## src/rtl/guess_timer_pkg.sv

```systemverilog
// guess_timer_pkg
//   Shared types and helpers for the round countdown timer.
//   - timer_state_t : round FSM states
//   - sat_add/sat_sub : clamp a signed result into [0, max_v]
//   - load_value : difficulty-dependent start time, saturated to the counter range
package guess_timer_pkg;

  typedef enum logic [2:0] {
    IDLE,
    RUN,
    PAUSED,
    STOPPED,
    EXPIRED
  } timer_state_t;

  // Adds a signed delta and clamps the result into [0, max_v].
  function automatic int sat_add(int a, int b, int max_v);
    int s;
    s = a + b;
    if (s > max_v) return max_v;
    if (s < 0) return 0;
    return s;
  endfunction

  function automatic int sat_sub(int a, int b, int max_v);
    return sat_add(a, -b, max_v);
  endfunction

  // Out-of-range levels (0 or above num_levels) fall back to one step.
  function automatic int load_value(int level, int step_time, int num_levels, int cnt_w);
    int max_v;
    int prod;
    max_v = (1 << cnt_w) - 1;
    if (level >= 1 && level <= num_levels) prod = level * step_time;
    else prod = step_time;
    return (prod > max_v) ? max_v : prod;
  endfunction

endpackage

```

## src/rtl/guess_timer_if.sv

```systemverilog
// guess_timer_if
//   Control and status bundle between the round controller and the timer.
//   Controller -> timer : start, stop, bonus (pulses), hold (level), max_digit
//   Timer -> controller : counter, running, expired, expire_pulse, warn
//   modport master : round controller side
//   modport slave  : timer side
interface guess_timer_if #(
  parameter int CNT_W = 7,
  parameter int LVL_W = 2
);
  import guess_timer_pkg::*;

  logic             start;
  logic             stop;
  logic             hold;
  logic             bonus;
  logic [LVL_W-1:0] max_digit;
  logic [CNT_W-1:0] counter;
  logic             running;
  logic             expired;
  logic             expire_pulse;
  logic             warn;

  modport master (
    output start, stop, hold, bonus, max_digit,
    input  counter, running, expired, expire_pulse, warn
  );

  modport slave (
    input  start, stop, hold, bonus, max_digit,
    output counter, running, expired, expire_pulse, warn
  );

endinterface

```

## src/rtl/guess_timer_tick_prescaler.sv

```systemverilog
// tick_prescaler
//   Divides clk down to a one-cycle tick every TICK_DIV enabled cycles.
//   Ports:
//     clk     in  system clock
//     restart in  asynchronous active-low reset
//     clear   in  restart the count from 0 (wins over enable)
//     enable  in  count this cycle; count is frozen while low
//     tick    out high on the last enabled cycle of each period
module tick_prescaler
  import guess_timer_pkg::*;
#(
  parameter int TICK_DIV = 50000000
) (
  input  logic clk,
  input  logic restart,
  input  logic clear,
  input  logic enable,
  output logic tick
);

  localparam int PW = $clog2(TICK_DIV);
  localparam logic [PW-1:0] LAST = PW'(TICK_DIV - 1);

  logic [PW-1:0] pres_q;
  logic [PW-1:0] pres_d;

  assign tick = enable && (pres_q == LAST);

  always_comb begin
    pres_d = pres_q;
    if (clear) pres_d = '0;
    else if (enable) pres_d = tick ? '0 : pres_q + 1'b1;
  end

  always_ff @(posedge clk or negedge restart) begin
    if (!restart) pres_q <= '0;
    else          pres_q <= pres_d;
  end

endmodule

```

## src/rtl/guess_timer.sv

```systemverilog
// guess_timer
//   Round countdown timer for the number-guessing game. Loads a start time
//   from the difficulty level, counts down once per prescaled tick, supports
//   pause, stop-on-win and bonus time, and flags expiry and low time.
//   Ports:
//     clk     in  system clock
//     restart in  asynchronous active-low reset
//     bus     slave side of guess_timer_if (controls in, status out)
module guess_timer
  import guess_timer_pkg::*;
#(
  parameter int CNT_W      = 7,
  parameter int LVL_W      = 2,
  parameter int NUM_LEVELS = 3,
  parameter int STEP_TIME  = 30,
  parameter int TICK_DIV   = 50000000,
  parameter int BONUS_TIME = 5,
  parameter int WARN_TIME  = 10
) (
  input  logic           clk,
  input  logic           restart,
  guess_timer_if.slave   bus
);

  localparam int MAX_V = (1 << CNT_W) - 1;
  localparam logic [CNT_W-1:0] RESET_CNT =
    CNT_W'(load_value(1, STEP_TIME, NUM_LEVELS, CNT_W));

  timer_state_t     state_q, state_d;
  logic [CNT_W-1:0] counter_q, counter_d;
  logic [CNT_W-1:0] load_cnt;
  logic             running_q, expired_q, pulse_q, warn_q;
  logic             running_d, expired_d, pulse_d, warn_d;
  logic             tick;

  assign load_cnt = CNT_W'(load_value(int'(bus.max_digit), STEP_TIME, NUM_LEVELS, CNT_W));

  tick_prescaler #(.TICK_DIV(TICK_DIV)) u_prescaler (
    .clk    (clk),
    .restart(restart),
    .clear  (bus.start),
    .enable ((state_q == RUN) && !bus.hold),
    .tick   (tick)
  );

  always_comb begin
    state_d   = state_q;
    counter_d = counter_q;
    if (bus.start) begin
      state_d   = RUN;
      counter_d = load_cnt;
    end else begin
      case (state_q)
        IDLE: counter_d = load_cnt;
        RUN, PAUSED: begin
          if (bus.stop) begin
            state_d = STOPPED;
          end else if (tick && !bus.bonus && counter_q == CNT_W'(1)) begin
            counter_d = '0;
            state_d   = EXPIRED;
          end else begin
            // A bonus on the final tick nets +BONUS_TIME-1 and rescues the round.
            if (bus.bonus)
              counter_d = CNT_W'(sat_add(int'(counter_q), BONUS_TIME - (tick ? 1 : 0), MAX_V));
            else if (tick)
              counter_d = CNT_W'(sat_sub(int'(counter_q), 1, MAX_V));
            state_d = bus.hold ? PAUSED : RUN;
          end
        end
        default: ;
      endcase
    end

    // Flags are computed from next state so they register alongside it.
    running_d = (state_d == RUN);
    expired_d = (state_d == EXPIRED);
    pulse_d   = (state_d == EXPIRED) && (state_q != EXPIRED);
    warn_d    = ((state_d == RUN) || (state_d == PAUSED)) &&
                (int'(counter_d) <= WARN_TIME);
  end

  always_ff @(posedge clk or negedge restart) begin
    if (!restart) begin
      state_q   <= IDLE;
      counter_q <= RESET_CNT;
      running_q <= 1'b0;
      expired_q <= 1'b0;
      pulse_q   <= 1'b0;
      warn_q    <= 1'b0;
    end else begin
      state_q   <= state_d;
      counter_q <= counter_d;
      running_q <= running_d;
      expired_q <= expired_d;
      pulse_q   <= pulse_d;
      warn_q    <= warn_d;
    end
  end

  assign bus.counter      = counter_q;
  assign bus.running      = running_q;
  assign bus.expired      = expired_q;
  assign bus.expire_pulse = pulse_q;
  assign bus.warn         = warn_q;

endmodule

```

## src/flat_wrapper.sv

```systemverilog
// flat-port wrapper written by rule: the top's interface ports become plain ports
module guess_timer_flat import guess_timer_pkg::*;
#(
  parameter int CNT_W      = 7,
  parameter int LVL_W      = 2,
  parameter int NUM_LEVELS = 3,
  parameter int STEP_TIME  = 30,
  parameter int TICK_DIV   = 50000000,
  parameter int BONUS_TIME = 5,
  parameter int WARN_TIME  = 10
)
  (clk, restart, bus_start, bus_stop, bus_hold, bus_bonus, bus_max_digit, bus_counter, bus_running, bus_expired, bus_expire_pulse, bus_warn);
  guess_timer_if #(.CNT_W(CNT_W), .LVL_W(LVL_W)) bus_i ();
  input  logic clk;
  input  logic restart;
  input wire logic [$bits(bus_i.start)-1:0] bus_start;
  input wire logic [$bits(bus_i.stop)-1:0] bus_stop;
  input wire logic [$bits(bus_i.hold)-1:0] bus_hold;
  input wire logic [$bits(bus_i.bonus)-1:0] bus_bonus;
  input wire logic [$bits(bus_i.max_digit)-1:0] bus_max_digit;
  output wire logic [$bits(bus_i.counter)-1:0] bus_counter;
  output wire logic [$bits(bus_i.running)-1:0] bus_running;
  output wire logic [$bits(bus_i.expired)-1:0] bus_expired;
  output wire logic [$bits(bus_i.expire_pulse)-1:0] bus_expire_pulse;
  output wire logic [$bits(bus_i.warn)-1:0] bus_warn;
  assign bus_i.start = bus_start;
  assign bus_i.stop = bus_stop;
  assign bus_i.hold = bus_hold;
  assign bus_i.bonus = bus_bonus;
  assign bus_i.max_digit = bus_max_digit;
  assign bus_counter = bus_i.counter;
  assign bus_running = bus_i.running;
  assign bus_expired = bus_i.expired;
  assign bus_expire_pulse = bus_i.expire_pulse;
  assign bus_warn = bus_i.warn;
  guess_timer #(.CNT_W(CNT_W), .LVL_W(LVL_W), .NUM_LEVELS(NUM_LEVELS), .STEP_TIME(STEP_TIME), .TICK_DIV(TICK_DIV), .BONUS_TIME(BONUS_TIME), .WARN_TIME(WARN_TIME)) u_core (.clk(clk), .restart(restart), .bus(bus_i));
endmodule
```

## config.mk

```make
export PLATFORM = sky130hd
export DESIGN_NAME = guess_timer_flat
export DESIGN_NICKNAME = d
export VERILOG_FILES = /design/src/rtl/guess_timer_pkg.sv /design/src/rtl/guess_timer_if.sv /design/src/rtl/guess_timer_tick_prescaler.sv /design/src/rtl/guess_timer.sv /design/src/flat_wrapper.sv
export SDC_FILE = /design/constraint.sdc
export NUM_CORES = 1
export LEC_CHECK = 0
export ABC_AREA = 0
export CORE_MARGIN = 1.5
export CORE_UTILIZATION = 55
export DETAILED_ROUTE_END_ITERATION = 8
export MAX_ROUTING_LAYER = met4
export PLACE_DENSITY = 0.86
export SLEW_MARGIN = 20
export SYNTH_ARGS = -nofsm -noshare
export SYNTH_HDL_FRONTEND = slang
export SYNTH_SLANG_ARGS = --single-unit
```

## constraint.sdc

```tcl
create_clock -name clk -period 7.05 [get_ports clk]
set_input_delay 0.705 -clock clk [delete_from_list [all_inputs] [get_ports clk]]
set_output_delay 0.705 -clock clk [all_outputs]
set_load 0.05 [all_outputs]
```

=== After elaboration in Yosys (flattened, before gate mapping) ===
Cells that the tools add are included.

* Flip-flop bits (word level): 40

* $add $sub $neg: 4
* $mul: 1
* $lt $le $gt $ge: 7
* Equal/unequal tests: 8
* Mux-type cells: 53
* Reductions and logical operators: 12

{| class="wikitable"
|+ Operator list
! kind !! number
|-
| $mux 7 || 15
|-
| $mux 26 || 3
|-
| $gt 32x8->1 const B || 2
|-
| $add 8x32->32 || 1
|-
| $lt 32x1->1 const B || 1
|-
| $sub 4x32->32 const A || 1
|-
| $mux 1 || 29
|-
| $add 26x1->26 const B || 1
|-
| $eq 26x26->1 const B || 1
|-
| $pmux 7 s2 || 1
|-
| $mux 3 || 4
|-
| $add 8x1->9 const B || 1
|-
| $gt 9x8->1 const B || 1
|-
| $lt 9x1->1 const B || 1
|-
| $eq 7x1->1 const B || 1
|-
| $le 7x4->1 const B || 1
|-
| $eq 3x1->1 const B || 2
|-
| $eq 3x2->1 const B || 2
|-
| $logic_and 1x1->1 || 6
|-
| $mul 2x4->6 const B || 1
|-
| $eq 3x3->1 const B || 1
|-
| $logic_not 3->1 || 1
|-
| $ne 3x3->1 const B || 1
|-
| $ge 2x1->1 const B || 1
|-
| other kinds (5) || 6
|}

=== Depth between registers and ports, before layout ===
Gate-level depths: netlist of the first run.

* Word-level depth: 28
* Gate-level depth with buffers: 21

=== By module ===
Synthesis of the first run repeated with hierarchy kept, for this count alone.

* Cell total of the unflattened synthesis: 327
* Area, all modules: 2825.2 um^2

{| class="wikitable"
|+ Modules (own cells, without submodules)
! module !! times used !! cells each !! area each (um^2)
|-
| tick_prescaler || 1 || 156 || 1457.6
|-
| guess_timer || 1 || 171 || 1367.6
|}

=== Worst setup path after synthesis of the first run ===
Ideal clock, no wire load.

* Path type: input port to flip-flop
* Start point: input bus_hold
* End point: register u_core.warn_q (netlist: u_core.bus.warn)
* Library setup time: 0.111 ns
* Data arrival time: 4.681 ns
* Data required time: 6.939 ns
* Setup slack: 2.258 ns
* Stages on the path: 20
* Cells stage by stage: or4b_4 -> or4_1 -> buf_6 -> nor2_8 -> inv_1 -> ha_1 -> ha_1 -> inv_1 -> ha_1 -> nor2b_1 -> o31ai_1 -> a21oi_1 -> nor2_1 -> ha_1 -> o31ai_1 -> a211oi_1 -> nand2_1 -> nor3b_1 -> o221ai_2 -> a2111oi_2

* Word-level cells in the longest chain between the ends: 23
* Elaborated cells between the ends (all ways): 43
* Classes of those cells: add/sub (2); order compare (3); eq/ne (2); mux (29); reduce/logical (7)

{| class="wikitable"
|+ Ends and longest elaborated chain
! what !! line !! source
|-
| start: declaration || flat_wrapper.sv:18 || <nowiki>input wire logic [$bits(bus_i.hold)-1:0] bus_hold;</nowiki>
|-
| $logic_not 1->1 || guess_timer.sv:42 || <nowiki>.enable ((state_q == RUN) && !bus.hold),</nowiki>
|-
| $logic_and 1x1->1 || guess_timer.sv:42 ||
|-
| $logic_and 1x1->1 || guess_timer_tick_prescaler.sv:27 || <nowiki>assign tick = enable && (pres_q == LAST);</nowiki>
|-
| $mux 1 || guess_timer.sv:64 || <nowiki>counter_d = CNT_W'(sat_add(int'(counter_q), BONUS_TIME - (tick ? 1 : 0), MAX_V));</nowiki>
|-
| $sub 4x32->32 || guess_timer.sv:64 ||
|-
| $add 8x32->32 || guess_timer_pkg.sv:19 || <nowiki>s = a + b;</nowiki>
|-
| $lt 32x1->1 || guess_timer_pkg.sv:21 || <nowiki>if (s < 0) return 0;</nowiki>
|-
| $mux 1 (2 in series) || guess_timer_pkg.sv:21 ||
|-
| (+7 left out) || - ||
|-
| $mux 7 || guess_timer.sv:63 || <nowiki>if (bus.bonus)</nowiki>
|-
| $mux 7 || guess_timer.sv:58 || <nowiki>end else if (tick && !bus.bonus && counter_q == CNT_W'(1)) begin</nowiki>
|-
| $mux 7 || guess_timer.sv:56 || <nowiki>if (bus.stop) begin</nowiki>
|-
| $pmux 7 s2 || guess_timer.sv:53 || <nowiki>case (state_q)</nowiki>
|-
| $mux 7 || guess_timer.sv:49 || <nowiki>if (bus.start) begin</nowiki>
|-
| $le 7x4->1 || guess_timer.sv:79 || <nowiki>(int'(counter_d) <= WARN_TIME);</nowiki>
|-
| $logic_and 1x1->1 (*) || guess_timer.sv:78 || <nowiki>warn_d = ((state_d == RUN) || (state_d == PAUSED)) &&</nowiki>
|-
| via u_core.warn_d || guess_timer.sv:33 || <nowiki>logic running_d, expired_d, pulse_d, warn_d;</nowiki>
|-
| end signal: assignment || guess_timer.sv:96 || <nowiki>warn_q <= warn_d;</nowiki>
|-
| end: declaration || guess_timer.sv:32 || <nowiki>logic running_q, expired_q, pulse_q, warn_q;</nowiki>
|}

The timed path passes the listed nets; every way through them passes the cells marked *. The select of a mux whose other input is x is not followed.
A chain may end at the register's enable or synchronous reset.

=== Final worst setup path of the first run ===
Ends and elaborated chain as after synthesis.

==> results of run 1 <==
Yosys cell counts, types with 2 or more instances:
| cell | count |
|---|---|
| a211oi_2 | 2 |
| buf_6 | 2 |
| ha_1 | 16 |
| a211oi_1 | 3 |
| or4_1 | 3 |
| nand3_1 | 12 |
| nand4_1 | 10 |
| a22o_1 | 2 |
| a2bb2oi_1 | 2 |
| nor2b_1 | 4 |
| or3_1 | 8 |
| xnor2_1 | 8 |
| dfstp_2 | 4 |
| nor4_1 | 6 |
| a21oi_1 | 27 |
| dfrtp_1 | 36 |
| and3_1 | 5 |
| nor3_1 | 6 |
| buf_2 | 2 |
| xor2_1 | 11 |
| and4_1 | 6 |
| nand3b_1 | 2 |
| nand2b_1 | 9 |
| a311oi_1 | 2 |
| nor2_1 | 34 |
| o21ai_1 | 16 |
| nand2_1 | 27 |
| nor4b_1 | 3 |
| o2111ai_1 | 2 |
| o21ai_0 | 13 |
| clkbuf_1 | 9 |
| inv_1 | 18 |
| a32oi_1 | 2 |
| a31oi_1 | 6 |
| o31ai_1 | 9 |
| nor3b_1 | 4 |
logic make-up after synthesis:
kind of cell	share of synthesized area, %
compound gates	21.0
xor+xnor	5.55
fa+ha+maj	6.68
buf+inv	4.47
flops	33.6
mux	0.334
simple gates	28.4
cell type report:
cell class / instances / area [sq um] / area share, %
Tap cell: 70 / 87.6 / 2.64
Multi-Input combinational cell: 283 / 1860 / 55.9
Timing Repair Buffer: 18 / 175 / 5.28
Inverter: 18 / 67.6 / 2.04
Clock buffer: 7 / 96.3 / 2.90
Sequential cell: 40 / 1010 / 30.3
Clock inverter: 1 / 30.0 / 0.905
registers in the layout, summed over array words and instances, names as in the netlist:
register,count
u_core.bus.expired,1
u_core.bus.warn,1
u_core.bus.running,1
u_core.u_prescaler.pres_q,26
u_core.bus.counter,7
u_core.bus.expire_pulse,1
u_core.state_q,3
final timing paths:
check,from,end,slack [ps],depth (start not counted)
min in group asynchronous,restart,u_core.bus.expired,530,1
worst max register to register,u_core.state_q[1],u_core.bus.warn,1810,19
worst min-delay path,u_core.u_prescaler.pres_q[0],u_core.u_prescaler.pres_q[0],520,1
worst max-delay path,bus_hold,u_core.bus.warn,1510,20
worst min register to register,u_core.u_prescaler.pres_q[0],u_core.u_prescaler.pres_q[0],520,1
max in group asynchronous,restart,u_core.u_prescaler.pres_q[25],5970,1
power by group:
| part | internal (mW) | switching [mW] | total [mW] |
|---|---|---|---|
| sequential | 0.273 | 0.0725 | 0.346 |
| clock | 0.125 | 0.0795 | 0.204 |
| combinational | 0.251 | 0.436 | 0.687 |
| total | 0.649 | 0.588 | 1.24 |
per-layer routing:
metal / up-vias / routed length (microns) / global-route usage [%] / share of wire, %
met3: 11 / 487 / 5.83 / 6.5
met5: - / 0 / - / 0
met4: 0 / 99 / 7.78 / 1.3
met2: 99 / 3460 / 40.8 / 46
li1: 1331 / - / - / -
met1: 1363 / 3450 / 37.9 / 46
per-stage QoR:
stage | util, % | cells | hold slack [ps] | total power [mW]
after CTS | 64.2 | 437 | 528 | 1.22
final | 64.2 | 437 | 525 | 1.24
after global placement | 61.7 | 429 | 489 | 1.01
after detailed placement | 61.7 | 429 | 503 | 1.01
after floorplan | - | 354 | 409 | 0.838
after global routing | 64.2 | 437 | 541 | 1.32
==> flow_summary_export.csv, run 1 <==
group,metric,value,unit
timing,worstMarginPinSlew,887,ps
synthesis,synth_top_area_cell,"dfrtp_1",
setup_path,arrival,5730,ps
clocking,worstSkewPairLatency,290,ps
route,drt_iter0_markers,184,
synthesis,synth_area,3000,sq um
setup_path,critPathMaxStageDelay,730,ps
setup_path,start_kind,"input pin",
global_route,grt_pass1_vias,2596,
timing,drv_slew,0,
die,rows,26,
setup_path,cp.buffers_inverters,3,
route,drc,0,
setup_path,critical_path.max_fanout,8,
finish,drive_gt1_share,6.81,%
timing,layout_setup_ws,1510,ps
timing,fmax,0.180,GHz
synthesis,netlist_instances,354,
synthesis,synthArstFlopShare,100,%
timing,hold_violations,0,
timing,clock_skew,4.24,ps
clocking,clock-sinks,40,
route,drtPass1Iterations,4,
clocking,cts_setup_buffers,0,
clocking,numCtsBuffers,5,
route,routedWlPerCell,17.2,microns
synthesis,netlist_top_cells_area,"dfrtp_1, ha_1, a21oi_1",
synthesis,synthFlopType,"dfrtp_1",
route,vias,2804,
setup_path,crit_top_cell,"ha_1",
power,ir_drop,0.000318,V
clocking,cts_resized,0,
die,start_util,57.9,%
clocking,cts_tree,"built",
synthesis,syn_nets,378,
die,die_h,76.8,microns
finish,layout_common_cells,"dfrtp_1, nor2_1, a21oi_1, nand2_1, inv_1",
synthesis,syn_avg_cell_area,8.47,sq um
setup_path,worstSetupPathType,"in -> reg",
clocking,clkSlewWorstSetupHoldPaths,80,ps
finish,syn2layout_area_growth,10.8,%
die,die_width,76.8,microns
placement,place_ws,1320,ps
setup_path,cp_top_family,"simple AND/OR/NAND/NOR gates",
global_route,gr-total-overflow,0,
timing,tns,0,ps
timing,rsz0062_at_grt,"false",
timing,relSlewSlack,40.9,%
synthesis,synth_top_area_share,30.1,%
power,power.density,373,nW/um^2
global_route,grt_max_degree,41,
route,ant_nets,0,
route,via_per_inst,6.42,
setup_path,path_cells,"clkdlybuf4s50_1, or4b_4, or4_1, nor2_8, inv_1, ha_1, ha_1, inv_1, ha_1, nor2b_1, o31ai_1, a21oi_1, nor2_1, ha_1, o31ai_1, a211oi_1, nand3b_1, a31oi_2, o221ai_2, a2111oi_2",
timing,post-route-min-period,5540,ps
clocking,cts-hold-fix-buffers,0,
outcome,status,"complete, no violations",
finish,final_common_cell,"dfrtp_1",
setup_path,worstPathRequired,7240,ps
setup_path,critPathCaptureType,"register",
clocking,root_buffer,"clkbuf_8",
synthesis,yosysWarnings,0,
die,pin_count,19,
placement,finalWeightedCongestion,1.00,
clocking,htreeDepth,2,
synthesis,yosys.cell_types.count,59,
finish,postLayoutCellArea,3320,sq um
power,power_leakage,1.37,nW
finish,diodes,0,
timing,fin_crit_sh,78.6,%
route,drt_wl_total,7500,microns
finish,nets,390,
die,fp.coreArea,5170,sq um
clocking,clockBufferDepth,2,
min_path,holdCritPathClass,"reg -> reg",
placement,portBuffers,18,
setup_path,worst_path_max_delay_cell,"or4_1",
finish,fillers,395,
synthesis,synth-seq-cells,40,
global_route,antenna_found_initial,0,
global_route,grt_first_pass_wirelength,12700,microns
placement,dp_hpwl,5370,microns
synthesis,synth_seq_area_share,33.6,%
flow_run,maxCapViolCount,0,
timing,finalSetupViolCount,0,
die,dieArea,5900,sq um
global_route,grt_usage,27.5,%
placement,place_area,3190,sq um
synthesis,synth_edf_count,0,
No activity file was read; power rests on OpenSTA's default activity.
==> run 2: changes to the inputs <==
CORE_UTILIZATION = 54   (was 55)
PLACE_DENSITY = 0.88   (was 0.86)
clock period = 4.9 ns   (was 7.05 ns; I/O delays follow)
==> flow_summary_export.csv, run 2 (synthesized netlist as in run 1, its figures left out) <==
group,metric,value,unit
power,power_leakage,1.43,nW
finish,drive_gt1_share,11.0,%
finish,largest_reg_flops,26,
setup_path,worstPathRequired,5090,ps
global_route,grt_max_degree,41,
setup_path,crit_top_cell,"ha_1",
route,ant_nets,0,
clocking,cts_resized,0,
setup_path,critPathMaxStageDelay,600,ps
finish,syn2layout_area_growth,13.5,%
clocking,root_buffer,"clkbuf_8",
clocking,htreeDepth,2,
finish,postLayoutCellArea,3400,sq um
die,dieArea,6010,sq um
clocking,cts_setup_buffers,0,
route,drt_iter0_markers,278,
die,die_width,77.5,microns
timing,fmax,0.215,GHz
timing,fin_crit_sh,95.1,%
placement,portBuffers,18,
setup_path,critPathCaptureType,"register",
route,drt_wl_total,7590,microns
timing,rsz0062_at_grt,"false",
finish,layout_common_cells,"dfrtp_1, nor2_1, a21oi_1, nand2_1, inv_1",
finish,post-route-util,65.0,%
setup_path,worstSetupPathType,"in -> reg",
timing,worstMarginPinSlew,875,ps
die,fp.coreArea,5240,sq um
power,power.density,523,nW/um^2
placement,place_area,3310,sq um
min_path,holdCritPathClass,"in -> async",
timing,holdWs,308,ps
power,p_total,1.78,mW
timing,clock_skew,5.81,ps
route,drtPass1Iterations,5,
route,vias,2887,
die,die_h,77.5,microns
power,ir_drop,0.000466,V
route,via_per_inst,6.39,
setup_path,critical_path.max_fanout,5,
setup_path,arrival,4850,ps
global_route,grt_first_pass_wirelength,12700,microns
route,routedWlPerCell,16.8,microns
timing,post-route-min-period,4660,ps
setup_path,path_cells,"clkdlybuf4s50_1, or4b_4, or4_4, nor2_8, inv_1, ha_1, ha_1, inv_1, ha_1, nor2b_1, o31ai_1, a21oi_1, nor2_1, ha_1, o31ai_1, a211oi_1, buf_4, nand3b_1, a32oi_1, o221ai_2, a2111oi_2",
die,start_util,57.2,%
clocking,numCtsBuffers,5,
timing,tns,0,ps
clocking,clockBufferDepth,2,
die,pin_count,19,
finish,final_common_cell,"dfrtp_1",
flow_run,maxCapViolCount,0,
timing,relSlewSlack,41.7,%
die,rows,26,
finish,final_cells,452,
timing,drv_slew,0,
outcome,status,"complete, no violations",
placement,dp_cells,444,
placement,place_ws,-157,ps
clocking,worstSkewPairLatency,300,ps
timing,hold_violations,0,
setup_path,worst_path_max_delay_cell,"or4_4",
finish,nets,405,
finish,largest_register,"u_core.u_prescaler.pres_q",
clocking,cts_tree,"built",
global_route,grt_pass1_vias,2693,
clocking,cts-hold-fix-buffers,0,
global_route,antenna_found_initial,0,
placement,dp_hpwl,5610,microns
placement,finalWeightedCongestion,0.999,
global_route,grt_usage,27.3,%
global_route,gr-total-overflow,0,
clocking,clock-sinks,40,
finish,diodes,0,
timing,finalSetupViolCount,0,
setup_path,start_kind,"input pin",
timing,layout_setup_ws,242,ps
route,drc,0,
clocking,clkSlewWorstSetupHoldPaths,80,ps
run 2: cell count changes in the layout (fill, tap and decap cells not counted):
| cell | before | now |
|---|---|---|
| or4_1 | 3 | 2 |
| or4_4 | 0 | 1 |
| clkinv_2 | 0 | 2 |
| clkinv_4 | 0 | 1 |
| buf_4 | 0 | 15 |
| nor3b_2 | 0 | 1 |
| nor3b_1 | 4 | 3 |
| bufinv_16 | 1 | 0 |
| clkbuf_8 | 7 | 5 |
run 2: worst max-delay path: cells and delay by family:
| family | cells | cell delay [ps] |
|---|---|---|
| and+or+nand+nor | 6 | 1470 |
| AOI/OAI and AO/OA | 7 | 1520 |
| buffers and inverters | 4 | 720 |
| adders and majority gates | 4 | 660 |
run 2: cell type report:
class                   count  area (sq um)
clock buffers               5          68.8
fillers                   412          1840
inverters                  18          67.6
clock inverters             3          18.8
multi-input cells         283          1870
flip-flops and latches     40          1010
well taps                  70          87.6
repair buffers             33           288
run 2: worst paths after layout:
check                                             startpoint                             to  slack, ps  depth (start not counted)
worst max register to register  u_core.u_prescaler.pres_q[0]                u_core.bus.warn        400                         21
worst min-delay path                                 restart  u_core.u_prescaler.pres_q[22]        310                          1
worst min register to register  u_core.u_prescaler.pres_q[0]   u_core.u_prescaler.pres_q[0]        510                          1
max in group asynchronous                            restart  u_core.u_prescaler.pres_q[14]       4050                          1
worst max-delay path                                bus_hold                u_core.bus.warn        240                         21
min in group clk                u_core.u_prescaler.pres_q[0]   u_core.u_prescaler.pres_q[0]        510                          1
run 2: power breakdown:
group          leakage (nW)  switching [mW]  internal, mW
Sequential            0.533          0.0821         0.393
Combinational         0.846           0.662         0.424
Clock                0.0479           0.117        0.0991
Total                  1.43           0.861         0.917
run 2: routing by layer:
metal | vias to the layer above | global-route usage [%] | routed length, microns
met5 | - | - | 0
met4 | 0 | 9.27 | 199
met3 | 27 | 5.65 | 550
met2 | 137 | 44.3 | 3690
met1 | 1365 | 33.9 | 3150
li1 | 1358 | - | -
